File: src/rtl/shiftreg_multimode.sv
// Multi-mode LED pattern shift register: rotate-left, rotate-right, ping-pong and Johnson fill.
// Optional: define SHIFTREG_WRAP_CNT_EN to add the 16-bit o_wrap_cnt event counter.
module shiftreg_multimode #(
    parameter int NB_LEDS = 4,
    parameter int NB_DIV  = 8
) (
    input  logic               clock,
    input  logic               i_reset,
    input  logic               i_valid,
    input  logic [1:0]         i_mode,
    input  logic [NB_DIV-1:0]  i_div,
    input  logic               i_load,
    input  logic [NB_LEDS-1:0] i_pattern,
    output logic [NB_LEDS-1:0] o_led,
    output logic               o_step,
`ifdef SHIFTREG_WRAP_CNT_EN
    output logic               o_wrap,
    output logic [15:0]        o_wrap_cnt
`else
    output logic               o_wrap
`endif
);

    localparam logic [NB_LEDS-1:0] HOME = {{(NB_LEDS-1){1'b0}}, 1'b1};

    logic [NB_DIV-1:0]  div_cnt;
    logic               dir_left;
    logic [NB_LEDS-1:0] nxt_pat;
    logic               nxt_dir;
    logic               fire;

    function automatic logic [NB_LEDS-1:0] rot_left(input logic [NB_LEDS-1:0] p);
        return {p[NB_LEDS-2:0], p[NB_LEDS-1]};
    endfunction

    function automatic logic [NB_LEDS-1:0] rot_right(input logic [NB_LEDS-1:0] p);
        return {p[0], p[NB_LEDS-1:1]};
    endfunction

    function automatic logic [NB_LEDS-1:0] johnson(input logic [NB_LEDS-1:0] p);
        return {p[NB_LEDS-2:0], ~p[NB_LEDS-1]};
    endfunction

    assign fire = i_valid && (div_cnt == i_div);

    always_comb begin
        nxt_pat = o_led;
        nxt_dir = dir_left;
        case (i_mode)
            2'b00: nxt_pat = rot_left(o_led);
            2'b01: nxt_pat = rot_right(o_led);
            2'b10: begin
                // Bounce turns around on the step that finds the lit end, not one step later.
                if (dir_left && o_led[NB_LEDS-1]) begin
                    nxt_dir = 1'b0;
                    nxt_pat = rot_right(o_led);
                end else if (!dir_left && o_led[0]) begin
                    nxt_dir = 1'b1;
                    nxt_pat = rot_left(o_led);
                end else begin
                    nxt_pat = dir_left ? rot_left(o_led) : rot_right(o_led);
                end
            end
            default: nxt_pat = johnson(o_led);
        endcase
    end

    always_ff @(posedge clock or posedge i_reset) begin
        if (i_reset) begin
            o_led    <= HOME;
            dir_left <= 1'b1;
            div_cnt  <= '0;
            o_step   <= 1'b0;
            o_wrap   <= 1'b0;
        end else if (i_load) begin
            o_led    <= i_pattern;
            dir_left <= 1'b1;
            div_cnt  <= '0;
            o_step   <= 1'b0;
            o_wrap   <= 1'b0;
        end else begin
            o_step <= 1'b0;
            o_wrap <= 1'b0;
            if (fire) begin
                div_cnt  <= '0;
                o_led    <= nxt_pat;
                dir_left <= nxt_dir;
                o_step   <= 1'b1;
                o_wrap   <= (nxt_pat == HOME);
            end else if (i_valid) begin
                div_cnt <= div_cnt + 1'b1;
            end
        end
    end

`ifdef SHIFTREG_WRAP_CNT_EN
    always_ff @(posedge clock or posedge i_reset) begin
        if (i_reset) begin
            o_wrap_cnt <= 16'd0;
        end else if (i_load) begin
            o_wrap_cnt <= 16'd0;
        end else if (fire && (nxt_pat == HOME)) begin
            o_wrap_cnt <= o_wrap_cnt + 16'd1;
        end
    end
`endif

endmodule

File: config.mk
export PLATFORM = sky130hd
export DESIGN_NAME = shiftreg_multimode
export DESIGN_NICKNAME = d
export VERILOG_FILES = /design/src/rtl/shiftreg_multimode.sv
export SDC_FILE = /design/constraint.sdc
export NUM_CORES = 1
export LEC_CHECK = 0
export ABC_AREA = 1
export BUFFER_PORTS_ARGS = -buffer_cell sky130_fd_sc_hd__buf_2
export CORE_MARGIN = 3
export CORE_UTILIZATION = 54
export CTS_BUF_LIST = sky130_fd_sc_hd__clkbuf_16
export DETAILED_ROUTE_END_ITERATION = 6
export PLACE_DENSITY = 0.78
export SETUP_SLACK_MARGIN = 0.3
export SLEW_MARGIN = 20
export SYNTH_ARGS = -nofsm -noshare
export SYNTH_HDL_FRONTEND = slang
export SYNTH_SLANG_ARGS = --single-unit
File: constraint.sdc
create_clock -name clock -period 1.65 [get_ports clock]
set_input_delay 0.165 -clock clock [delete_from_list [all_inputs] [get_ports clock]]
set_output_delay 0.165 -clock clock [all_outputs]
set_load 0.02 [all_outputs]
==> Word-level counts from Yosys, hierarchy flattened <==
Cells that the tools add are included.
{ "classes": {"reduce_logical": 10, "bitwise": 1, "n_eq_ne": 4, "add_sub_neg": 1, "muxes": 18} }
{ "ops": {"columns": ["cell", "count"], "rows": [
  ["$mux 8", 3],
  ["$mux 4", 5],
  ["$pmux 4 s3", 1],
  ["$mux 1", 9],
  ["$add 8x1->8 const B", 1],
  ["$eq 8x8->1", 1],
  ["$reduce_bool 3->1", 2],
  ["$eq 4x1->1 const B", 1],
  ["$reduce_bool 2->1", 2],
  ["$logic_and 1x1->1", 3],
  ["$reduce_and 3->1", 1],
  ["$eq 2x1->1 const B", 1],
  ["$eq 2x2->1 const B", 1],
  ["$logic_not 2->1", 1],
  ["$logic_not 1->1", 1],
  ["$not 1->1", 1]
]} }
{ "totals": {"out_inout_bits": 6, "elab_cells": 39, "register_bits": 15} }

==> Depth between registers and ports, before layout <==
Gate-level depths: netlist (run 1).
{ "logic_depth": {"ltp_word": 8, "mapped_depth": 11, "depth_no_buf": 11} }

==> Least setup slack after synthesis (run 1) <==
OpenSTA, ideal clock, no wires.
{ "synth_path": {"kind": "register -> register", "start": "register o_led[0]", "end": "register o_wrap", "n_path_buf": 0, "stages_incl_launch_ff": 8, "slack_ns": 0.381, "synth_period_minus_slack_ns": 1.269, "t_required_ns": 1.579, "setup_ns": 0.071, "t_arrival_ns": 1.198, "path_cell_list": "dfstp_2 inv_1 o21bai_1 nand3_1 nand2_1 nand2_1 nand3b_1 nor2_1"} }
{ "synth_between": {"elab_chain_cells": 7, "word_cells_on_any_way": 8, "classes_between": "eq/ne: 1; mux: 6; reduce/logical: 1"} }
{ "synth_rtl": {"columns": ["item", "line_no", "rtl"], "rows": [
  ["start, declared", "14", "output logic [NB_LEDS-1:0] o_led,"],
  ["start signal, assigned", "76", "o_led <= i_pattern;"],
  ["start signal, assigned", "86", "o_led <= nxt_pat;"],
  ["$mux 4 or $logic_and 1x1->1 (tied branches)", "61, 57", null],
  ["$mux 4", "57", "end else if (!dir_left && o_led[0]) begin"],
  ["$mux 4", "54", "if (dir_left && o_led[NB_LEDS-1]) begin"],
  ["$pmux 4 s3 *", "49", "case (i_mode)"],
  ["$eq 4x1->1 *", "89", "o_wrap <= (nxt_pat == HOME);"],
  ["$mux 1 *", "84", "if (fire) begin"],
  ["$mux 1 *", "75", "end else if (i_load) begin"],
  ["end signal, assigned", "89", null],
  ["end, declared", "20", "output logic o_wrap"]
]} }
Every way passes the cells marked *; elsewhere a longest branch is shown, timed or not.
A chain may end at the register's enable or synchronous reset.

==> Worst setup path in the final report (run 1) <==
{ "layout_path": {"start": "register div_cnt[3]", "end": "register div_cnt[2]"} }
{ "layout_between": {"elab_chain_cells": 4, "word_cells_on_any_way": 5, "classes_between": "eq/ne: 1; mux: 2; reduce/logical: 2"} }
{ "layout_rtl": {"columns": ["item", "line_no", "rtl"], "rows": [
  ["start, declared", "26", "logic [NB_DIV-1:0] div_cnt;"],
  ["start signal, assigned", "91", "div_cnt <= div_cnt + 1'b1;"],
  ["$eq 8x8->1 *", "44", "assign fire = i_valid && (div_cnt == i_div);"],
  ["$logic_and 1x1->1 *", "44", null],
  ["$mux 8", "84", null],
  ["$mux 8", "75", null]
]} }
Marks and branches as above.

==> results.txt, run 1 <==
- Proportion of power drawn by combinational gates: between 20% and 30%
- Power density over the cells: between 700 and 800 mW/mm²
* Share of total power in the clock network: 40.5%
- Setup repair after global routing could not meet its margin everywhere.
* Maximum net fanout on the critical path: 7
- Routed length per placed instance: 13.00 µm
- After synthesis, the share of cell area in mux cells is 0%.
- Internal portion of total power: slightly above 0.8 mW
- Gate Count Post-Synth: between 150 and 200
- For this block, the initial DRC count from the detailed router was 50.
- Clock root buffer: clkbuf_16
- Routed wire length: between 3000 and 4000 µm
- Of all flip-flops after synthesis, the portion carrying an async set or reset was 100.0%.
- Slowest CP cell: dfrtp_1
* Critical path cell sequence: inv_2, nand2_2, nand2_2, nor2_4, nand2_2, nor2_4, nand2_4, nand2_4, nor2_1
- Overall power consumption after layout is estimated at around 1.2 mW.
* Share of final-layout standard cells stronger than drive strength 1: roughly 34%
- Static timing analysis puts the maximum clock frequency at ~730 MHz.
* FF+latch count, synth: 15
* Crit end category: flip-flop
* Buffers from clock root to sink, at most: 2
* Number of primary I/O pins: 24
- For this run, the total global-route usage over all layers was measured as 25.67%.
- Relative to the synthesized area, the layout overhead comes to 34.70%.
- The die covers around 0.0027 mm².
* Core footprint: between 0.002 and 0.0025 mm²
- The analysis attributes to cell leakage a power of ~0.86 nW.
* Warning count from the yosys run: 0
* Startpoint of the most critical setup path: div_cnt[3]
- After detailed routing, the number of remaining DRC violations is 0.
* Transition at the pin with the smallest max-transition slack: ~580 ps
* Outcome: complete, no violations
* Setup slack of the most critical reg-to-reg path: ~270 ps
* Sequential power share: 35.6%
* Clk pin slew, worst setup/hold paths: roughly 50 ps
* Instance count on the critical path: 9
- Data on the critical path arrives at its endpoint at around 1500 ps.
- R2R cell count: 9
- Sorting the synthesized cells by area gives the leading types as dfrtp_1 (28%), nand2_1 (22%), inv_1 (8.1%).
- Final HPWL from detailed placement: ~2100 µm
- The clock arrives with 0.8838 ps of skew.
- In this run the worst setup path terminates at div_cnt[2].
- Synthesized area divided by synthesized cell count: approximately 6.3 µm²
* Leading cell type in the layout, fill and taps excluded: nand2_1
- Via density per instance: around 5.3
- Sequential area share after synthesis: about a third
- Number of buffers added by the clock tree synthesis step: 3
- In this run the tool buffered the top-level ports with 23 buffer cells.
- Worst-skew pair later-pin latency: about 240 ps
- The final critical path takes up between 80% and 90% of the cycle.
- Crit path max-delay family: simple AND/OR/NAND/NOR gates
* Type of the worst min-delay path: in2reg
- The synthesized netlist devotes approximately 4.7% of its cell area to compound gates.
* Die span in y: ~52 µm
* Remaining antenna violation count after routing: 0
* GPL Wtd Cong: 0.8138
- At the end of the flow the core is filled with cells to 78.13%.
- The share of synthesized area in the top cell type comes to between 20% and 30%.
* Final period demand of the worst path: 1378 ps
- Filler Cells Inserted: ~130
- Residual overflow from global routing: 0
- Counting tap cells, the placed design contains a total of 231 instances.
- Across the run, the number of max-cap violations was 0.
* Total number of placement rows: 16
- In this run the critical register-to-register path is captured at div_cnt[2].
* Reg2Reg Launch Point: div_cnt[3]
* Starting density of the core: approximately three fifths
* Die width: roughly 52 µm
* Combinational family with the most area after synthesis: simple AND/OR/NAND/NOR gates
- Setup violations remaining at the end of the flow were counted as 0.
- Setup TNS after final layout: 0 ps
* Commonest cells after routing, fill and taps aside: nand2_1 (58), inv_1 (23), buf_2 (23)
- The number of global-route vias before repair is 1189.
- Post-layout instance count excluding filler cells: 250
- Clk sinks: 15
* Switching power as a share of total power: between 20% and 30%
- Synthesis produced a netlist with a net count of approximately 200.
* Switching power summed over all nets: 0.3422 mW
- Final number of max-transition violations: 0
* Critical path start-end classification: reg2reg
- Global-route wire length before repair: 5209 µm
- Cell variety after synth: 24
- Synth Area in Adders: roughly 1.1%
* Number of inserted diodes: 0
- Vias after detailed routing: 1313
- Count of flip-flops with a built-in enable after synthesis: 0
- The final hold violation count is 0.
* Number of levels the H-tree was split into: 1
- Most used DFF post-synth: dfrtp_1
- The cell that appears most often on the critical path is nand2_2.
* Required time of the worst setup path: about 1800 ps
- Summing the areas of all and, or, nand and nor instances in the mapped netlist gives between 40% and 50% of the synthesized area.
* Category of the worst setup path launch point: flip-flop
- Entering global routing, the biggest net connects 16 pins.
- CTS tree: built
- After synthesis the cells add up to 0.001161 mm².
- Normalized max-slew margin: roughly three fifths
- Cell taking the most area after synthesis: dfrtp_1
* Layout Nets: 243
- IR Drop Worst-Case VDD: around 0.00079 V
- Count of TritonRoute iterations in the first routing pass: 4
- Count of buffering cells on the critical path with inverters included: 1
- The number of antenna violations at the first check in global routing came to 0.
- CP peak stage delay: between 400 and 500 ps
* Share of the synthesized netlist area taken by xor and xnor gates: about 3.8%
-- power groups by stage --
| stage | logic (mW) | registers [mW] | clock network (mW) |
|---|---|---|---|
| 2_1_floorplan | 0.140 | 0.430 | 0 |
| 3_3_place_gp | 0.214 | 0.420 | 0 |
| 3_5_place_dp | 0.221 | 0.420 | 0 |
| 4_1_cts | 0.247 | 0.414 | 0.477 |
| 5_1_grt | 0.308 | 0.416 | 0.488 |
| 6_report | 0.276 | 0.413 | 0.470 |
-- state kept, by name (all words and copies together) (netlist names) --
signal	count
div_cnt	8
o_led	4
dir_left	1
o_step	1
o_wrap	1
-- worst min path at each step --
| stage | from | end | slack [ps] | cells after the start |
|---|---|---|---|---|
| floorplan | i_reset | div_cnt[0] | 70 | 1 |
| global placement | i_reset | o_led[2] | 230 | 2 |
| detailed placement | i_reset | div_cnt[7] | 250 | 2 |
| CTS | i_load | o_step | 210 | 2 |
| global route | i_load | o_step | 230 | 2 |
| finish | i_load | o_step | 210 | 2 |
-- timing repair --
action | in CTS | in global routing
hold endpoints to repair | 13 | 0
hold buffers | 1 | 0
setup endpoints to repair | 10 | 15
gates cloned | 1 | 0
pin swaps | 7 | 12
buffers inserted | 11 | 2
gates resized for setup | 10 | 17
-- cells in the mapped netlist, drive strengths merged, types with 2 or more instances --
cell and n:
nor2 21, nand2 74, nand3b 2, nor3 2, xor2 4, dfrtp 13
nand4 7, o21ai 7, nand3 16, dfstp 2, inv 28
-- final cells by class --
class | count | area (µm²) | area share (%)
multi-input cells | 139 | 734.5 | 46.96
inverters | 28 | 105.1 | 6.720
clock buffers | 3 | 75.07 | 4.800
well taps | 27 | 33.78 | 2.160
clock inverters | 1 | 3.754 | 0.2400
repair buffers | 37 | 230.2 | 14.72
flip-flops and latches | 15 | 381.6 | 24.40
-- layer usage --
metal	GRT usage, %	part of all wire, %	vias up
li1	-	-	649
met1	33.75	44	604
met2	40.70	49	52
met3	5.128	5.6	8
met4	10.64	1.8	0
met5	0	0	-
-- worst reg2reg max path: stages (launching register included) --
cell	delay (ps)
dfrtp_1	410
inv_2	70
nand2_2	80
nand2_2	60
nor2_4	100
nand2_2	90
nor2_4	140
nand2_4	130
nand2_4	120
nor2_1	60
-- through the flow --
stage               cell area (µm²)  worst slack (ps)  hold WS, ps
floorplan                      1161             380.7        65.05
global placement               1300             311.0        232.9
detailed placement             1300             285.2        249.9
CTS                            1504             289.7        205.7
global route                   1564             178.9        228.1
finish                         1564             272.3        207.2
-- logic make-up (layout without fill, tap and decap cells) --
group	Yosys count	count (layout)
AOI/OAI and AO/OA	10	10
xor gates and xnor gates	5	5
adders and majority gates	1	1
and+or+nand+nor	122	123
DFF	15	15
buffers and inverters	30	69
Note: power is estimated with default switching activity, not from simulation.
==> inputs of run 2 (changes only) <==
Clock period 1.65 ns to 1.4 ns, I/O delays scaled along.
==> run 2 against run 1 <==
Effect of this change:
- the flow now finishes with violations (setup timing)
- core utilization is 5.1 points higher
- clock skew is 1.9 ps higher
- critical endpoint is now div_cnt[5]
- highest routed layer unchanged
- largest cell class unchanged
- sequential power is 20% higher
- cell count is 3.6% higher
==> results.txt, run 2 (synthesis results as in run 1) <==
- Port bufs: 23 (unchanged)
- In this run the clock root is driven by a clkbuf_16.
- DP Worst Slack: 51.19 ps (-234.0 ps)
- The worst register-to-register path begins at div_cnt[0].
- TritonCTS built the clock tree.
- The estimated wirelength of the detail-placed design was 2086 µm (+0.66%).
- Filler Cells Inserted: 111 (-16%)
- Setup slack of the most critical reg-to-reg path: -9 ps (-280 ps)
- First DRT Iteration DRCs: 96 (+92%)
- Transition at the pin with the smallest max-transition slack: 586.1 ps (+10.67 ps)
- The run finished, with violations left.
* Worst-skew pair later-pin latency: 250 ps (about the same)
* Violated checks: setup timing
- The overall via count from detail_route is 1431 (+9.0%).
* IR Drop Worst-Case VDD: 0.0009719 V (+24%)
- Die span in y: 52.37 µm (unchanged)
- The clock share of power came to 40.0% (-0.5 points).
* Number of levels the H-tree was split into: 1 (unchanged)
- The cell depth of the worst hold path came to 2 (unchanged).
- Vias in the first global route: 1303 (+9.6%)
* Leading registers by flop count: div_cnt (8), o_led (4)
* Internal portion of total power: 0.9938 mW (+22%)
* Reg area: 382.9 µm² (+0.33%)
* GPL Wtd Cong: 0.8816 (+8.3%)
* Via density per instance: 5.525 (+5.2%)
- Top achievable clock speed: 709.8 MHz (-2.2%)
- Setup violators final: 1 (+1)
- The critical path is of the reg2reg type.
* Type of the worst min-delay path: in2reg
- The number of flip-flops under the largest register name is 8 (unchanged).
- Maximum number of pins on one net before global-route repair: 16 (unchanged)
- The switching power of the nets came to 0.4273 mW (+25%).
- The global-route usage over all layers was 28.73% (+3.1 points).
* RSZ-0062 raised after global routing: true
* Clock skew: 2.831 ps (+1.947 ps)
* Commonest cells after routing, fill and taps aside: nand2_1 (58), buf_2 (22), inv_1 (21)
- Proportion of power drawn by combinational gates: 25.3% (+1.5 points)
- Buffers from clock root to sink, at most: 2 (unchanged)
* Die width: 52.37 µm (unchanged)
- The post-route cell area is 0.001667 mm² (+6.6%).
- Share of final-layout standard cells stronger than drive strength 1: 40.95% (+6.9 points)
* Global-route wire length before repair: 5782 µm (+11%)
* Routed length per placed instance: 14.73 µm (+13%)
- The standard cell core area came to 0.002002 mm² (unchanged).
- Area occupied by multi-input gates: 758.2 µm² (+3.2%)
* Crit end category: flip-flop
* Worst setup margin: -8.915 ps (-281.2 ps)
- Antenna violations before repair: 0 (unchanged)
* Leading cell type in the layout, fill and taps excluded: nand2_1
* Starting density of the core: 58.00% (unchanged)
* Power density over the cells: 852.7 mW/mm² (+15%)
* Final number of max-transition violations: 0 (unchanged)
* Total number of placement rows: 16 (unchanged)
- The clock sink total is 15 (unchanged).
- The area growth from synthesis to layout is 43.53%.
* Final period demand of the worst path: 1409 ps (+31.24 ps)
* Clk pin slew, worst setup/hold paths: 50 ps (about the same)
* Endpoint with the worst hold slack: o_step
- Counting flops per register, the top entry is div_cnt.
- Final hold viol count: 0 (unchanged)
* Static leakage: 0.8881 nW (+3.1%)
* R2R cell count: 6 (-3)
- The worst setup path is launched from a flip-flop.
- The data arrival at the endpoint of the critical path is 1580 ps (+70 ps).
- The switching fraction of total power came to 30.07% (+0.56 points).
* Max-cap check violation count: 0 (unchanged)
- Layout Nets: 252 (+3.7%)
- The sum of routed wire length over all layers is 3815 µm (+17%).
- The data required time at the worst endpoint came to 1570 ps (-210 ps).
- Endpoint of the worst register-to-register path: div_cnt[5]
* Residual overflow from global routing: 0 (unchanged)
* Normalized max-slew margin: 60.89% (-0.71 points)
- Maximum net fanout on the critical path: 5 (-2)
* Worst hold path startpoint: i_load
- The detailed-route DRC error count is 0 (unchanged).
- The number of top-level design ports was 24 (unchanged).
- Floorplan die area: 0.002743 mm² (unchanged)
* Hold Slack: 191.8 ps (-15.45 ps)
* Remaining antenna violation count after routing: 0 (unchanged)
* Count of TritonRoute iterations in the first routing pass: 4 (unchanged)
- The area of placed instances came to 0.001308 mm² (+0.58%).
- Final period util: 100.6% (+17 points)
- Sequential power share: 34.7% (-0.9 points)
- Number of inserted diodes: 0 (unchanged)
* Number of buffers added by the clock tree synthesis step: 3 (unchanged)
run 2: changes by cell type in the layout (fill, tap and decap cells not counted), sizes merged:
cell / change
buf: +9
inv: -1
clkinvlp: +1
run 2: timing repair:
item	4_1_cts	5_1_grt
resized for setup	16	20
hold buffers	1	0
buffers inserted	17	4
cloned	1	0
endpoints found under the setup margin	16	16
endpoints found under the hold margin	13	0
pin swaps	4	12
run 2: area by class of cell:
cell class	instances	share of cell area, %
flip-flops and latches	15	22.97
clock inverters	1	0.4505
repair buffers	46	18.24
well taps	27	2.027
clock buffers	3	4.505
multi-input cells	139	45.50
inverters	28	6.306
run 2: worst max path at each step:
stage	from	to	slack (ps)	cells past startpoint
final	div_cnt[0]	div_cnt[5]	-9	6
after global routing	div_cnt[1]	div_cnt[5]	-90	6
after CTS	div_cnt[0]	div_cnt[5]	80	6
after detailed placement	div_cnt[0]	o_led[2]	50	10
after global placement	div_cnt[3]	o_led[2]	90	10
after floorplan	o_led[0]	o_wrap	160	7
run 2: metal layers:
metal / global-route usage (%) / part of all wire (%) / vias up
li1: - / - / 669
met1: 35.23 / 39 / 665
met2: 48.55 / 50 / 81
met3: 6.553 / 7.9 / 16
met4: 10.64 / 2.9 / 0
met5: 0 / 0 / -
run 2: critical path, cell delays in order, from the launching register on:
cell	delay [ps]
dfrtp_2	400
buf_4	140
nand3_1	160
nor3_2	250
nand2_1	130
xor2_1	160
nor2_1	110
run 2: metrics by stage:
stage / cells / util (%) / TNS (ps) / power (mW)
global route: 259 / 83.25 / -678.5 / 1.475
finish: 259 / 83.25 / -8.915 / 1.421
floorplan: 183 / - / 0 / 0.6732
global placement: 232 / 65.31 / 0 / 0.7509
detailed placement: 232 / 65.31 / 0 / 0.7595
CTS: 255 / 78.63 / 0 / 1.373
run 2: power groups by stage:
stage	Sequential [mW]	Clock, mW	Combinational, mW
global route	0.497	0.582	0.396
CTS	0.490	0.569	0.314
floorplan	0.507	0	0.166
finish	0.494	0.568	0.359
detailed placement	0.498	0	0.262
global placement	0.494	0	0.257
==> inputs of run 3 (changes only) <==
Settings changed: CORE_UTILIZATION 54 to 48, PLACE_DENSITY 0.78 to 0.73.
Clock period 1.4 ns to 1.15 ns, I/O delays scaled along.
==> run 3 against run 2 <==
Effect of this change:
- the run ends with hold timing, setup timing left
- global-route usage shrank 0.64 points
- first-iteration DRC count is 28% lower
- clock skew is essentially flat
- core utilization decreased by 2.6 points
- clock power up 21%
- count of clock-buffer cells in the layout unchanged
- non-clock buffer count is 17 higher
- largest cell class unchanged
==> results.txt, run 3 (synthesis results as in run 1) <==
- Outcome: finished, violations left
- Violated checks: hold timing, setup timing
- Post-layout instance count excluding filler cells: 277 (+6.9%)
- The clock period minus final worst setup slack is 1396 ps (-13.25 ps).
- The global-route wire length before repair was 5892 µm (+1.9%).
- End-of-flow core utilization: 80.69% (-2.6 points)
- Floorplan die area: 0.003045 mm² (+11%)
- The count of nets after finishing was 269 (+6.7%).
* CP peak stage delay: 440 ps (+40 ps)
* Critical path start-end classification: reg2reg
- The worst-path maximum fanout was 5 (unchanged).
* Number of inserted diodes: 0 (unchanged)
- Routed wire length: 4317 µm (+13%)
- Share of final-layout standard cells stronger than drive strength 1: 43.78% (+2.8 points)
- R2R cell count: 7 (+1)
- The clock skew was 2.488 ps (-0.3429 ps).
- The placer's final routability congestion estimate came to 0.8012 (-9.1%).
* Max-cap check violation count: 0 (unchanged)
- The worst setup path is captured at a flip-flop.
* Count of TritonRoute iterations in the first routing pass: 5 (+1)
- Reg area: 384.1 µm² (+0.33%)
- The estimated wirelength of the detail-placed design was 2526 µm (+21%).
- The detailed router's first-iteration violation count was 69 (-28%).
- Buffers from clock root to sink, at most: 2 (unchanged)
- Switching power as a share of total power: 30.47% (+0.40 points)
* Final hold viol count: 13 (+13)
- Setup violators final: 16 (+15)
- The maximum level of the CTS H-tree was 1 (unchanged).
* Critical path cell sequence: buf_4, nand2_2, nand3_2, nand3b_1, nor2_1, nand3b_1, nor2_1
- Leading cell type in the layout, fill and taps excluded: nand2_1
* Clk pin slew, worst setup/hold paths: 50 ps (about the same)
- The pin count of the biggest net entering global routing is 16 (unchanged).
- Detailed-route DRC error count: 0 (unchanged)
- The power per cell area was 1007 mW/mm² (+18%).
- The starting density of the core is 51.50% (-6.5 points).
- Slowest CP cell: dfrtp_2
- The vias per cell came to 5.473 (-0.94%).
* Proportion of power drawn by combinational gates: 29.4% (+4.1 points)
- The clock insertion delay at the later pin of the skew report was 250 ps (about the same).
- Die width: 55.19 µm (+5.4%)
- The number of buffers added on ports came to 23 (unchanged).
- Vias after detailed routing: 1516 (+5.9%)
- Clock root buffer: clkbuf_16
- The register with the most flip-flops in the final layout is div_cnt.
- Total number of placement rows: 17 (+1)
- The clock share of power is 37.6% (-2.4 points).
* Filler Cells Inserted: 141 (+27%)
- Clk sinks: 15 (unchanged)
- Final period util: 121.4% (+21 points)
* Hold Slack: -64.00 ps (-255.8 ps)
* Cell count after placement: 259 (+12%)
- Type of the worst min-delay path: in2async
- Leading registers by flop count: div_cnt (8), o_led (4)
- Vias in the first global route: 1393 (+6.9%)
- In this run the worst setup path begins at div_cnt[0].
- Category of the worst setup path launch point: flip-flop
* Transition at the pin with the smallest max-transition slack: 623.5 ps (+37.46 ps)
* Number of buffers added by the clock tree synthesis step: 3 (unchanged)
* Reg2Reg Launch Point: div_cnt[0]
- Total track usage: 28.09% (-0.64 points)
* Number of primary I/O pins: 24 (unchanged)
- The average wire per cell in the routed design came to 15.58 µm (+5.8%).
- Area growth from synthesis to layout: 56.68%
- Remaining antenna violation count after routing: 0 (unchanged)
- The internal power contribution came to 1.273 mW (+28%).
* Switching power summed over all nets: 0.5582 mW (+31%)
- The number of antenna violations at the first check in global routing came to 0 (unchanged).
- Setup repair after global routing could not meet its margin everywhere.
* IR Drop Worst-Case VDD: 0.001050 V (+8.1%)
- Post-layout instance area: 0.001819 mm² (+9.2%)
* Normalized max-slew margin: 58.39% (-2.5 points)
* Sequential power share: 33.0% (-1.7 points)
- Static leakage: 0.9915 nW (+12%)
* Number of flip-flops in the largest register: 8 (unchanged)
* Worst setup margin: -245.7 ps (-236.7 ps)
- Die span in y: 55.19 µm (+5.4%)
* Final number of max-transition violations: 0 (unchanged)
- Data arrival time of the worst path: 1580 ps (about the same)
- The leftover overflow at the end of global routing is 0 (unchanged).
- In the layout the commonest cells are nand2_1 (58), buf_4 (37), inv_1 (22).
- Core footprint: 0.002255 mm² (+13%)
- The total area of multi-input combinational cells is 752.0 µm² (-0.83%).
* CTS tree: built
* Required time of the worst setup path: 1330 ps (-240 ps)
* Total placed instance area: 0.001504 mm² (+15%)
- The highest clock rate was 716.5 MHz (+0.95%).
-- run 3: final timing paths --
kind	end	slack (ps)
max in group asynchronous	o_led[2]	770
min	div_cnt[7]	-60
min reg2reg	div_cnt[0]	570
max	o_wrap	-250
max reg2reg	o_wrap	-250
min in group clock	o_led[0]	160
-- run 3: per-layer routing --
layer  up-vias  GRT usage [%]  share of wire [%]  wire length, µm
li1        704              -                  -                -
met3        16          6.702                9.4              404
met5         -              0                  0                0
met2        91          50.39                 50             2147
met4         0          10.12                2.9              127
met1       705          32.12                 38             1638
-- run 3: power groups by stage --
stage          Clock, mW  Combinational, mW  Sequential, mW
2_1_floorplan          0              0.202           0.618
3_3_place_gp           0              0.380           0.600
3_5_place_dp           0              0.395           0.601
4_1_cts            0.692              0.480           0.600
5_1_grt            0.714              0.582           0.607
6_report           0.688              0.538           0.605
-- run 3: final cells by class --
type	instances	area share, %
Clock buffer	3	4.127
Sequential cell	15	21.11
Tap cell	28	1.926
Inverter	28	5.777
Clock inverter	1	0.2063
Timing Repair Buffer	63	25.52
Multi-Input combinational cell	139	41.33
-- run 3: stage by stage --
stage | worst slack, ps | total power, mW | TNS [ps]
CTS | -188.2 | 1.772 | -2428
floorplan | -94.33 | 0.8196 | -581.9
global placement | -159.8 | 0.9805 | -1806
detailed placement | -201.2 | 0.9962 | -2395
global route | -331.8 | 1.902 | -4558
finish | -245.7 | 1.832 | -3021
-- run 3: what timing repair did --
action,CTS,global route
hold endpoints to repair,13,13
pin swaps,13,12
resized for setup,33,14
cloned,1,0
setup endpoints to repair,21,21
buffers inserted,9,4
-- run 3: worst max-delay path: cells and delay by family, from the launching register on --
family	cells	cell delay, ps
buffers and inverters	1	150
flip-flops	1	440
AND/OR/NAND/NOR	6	730
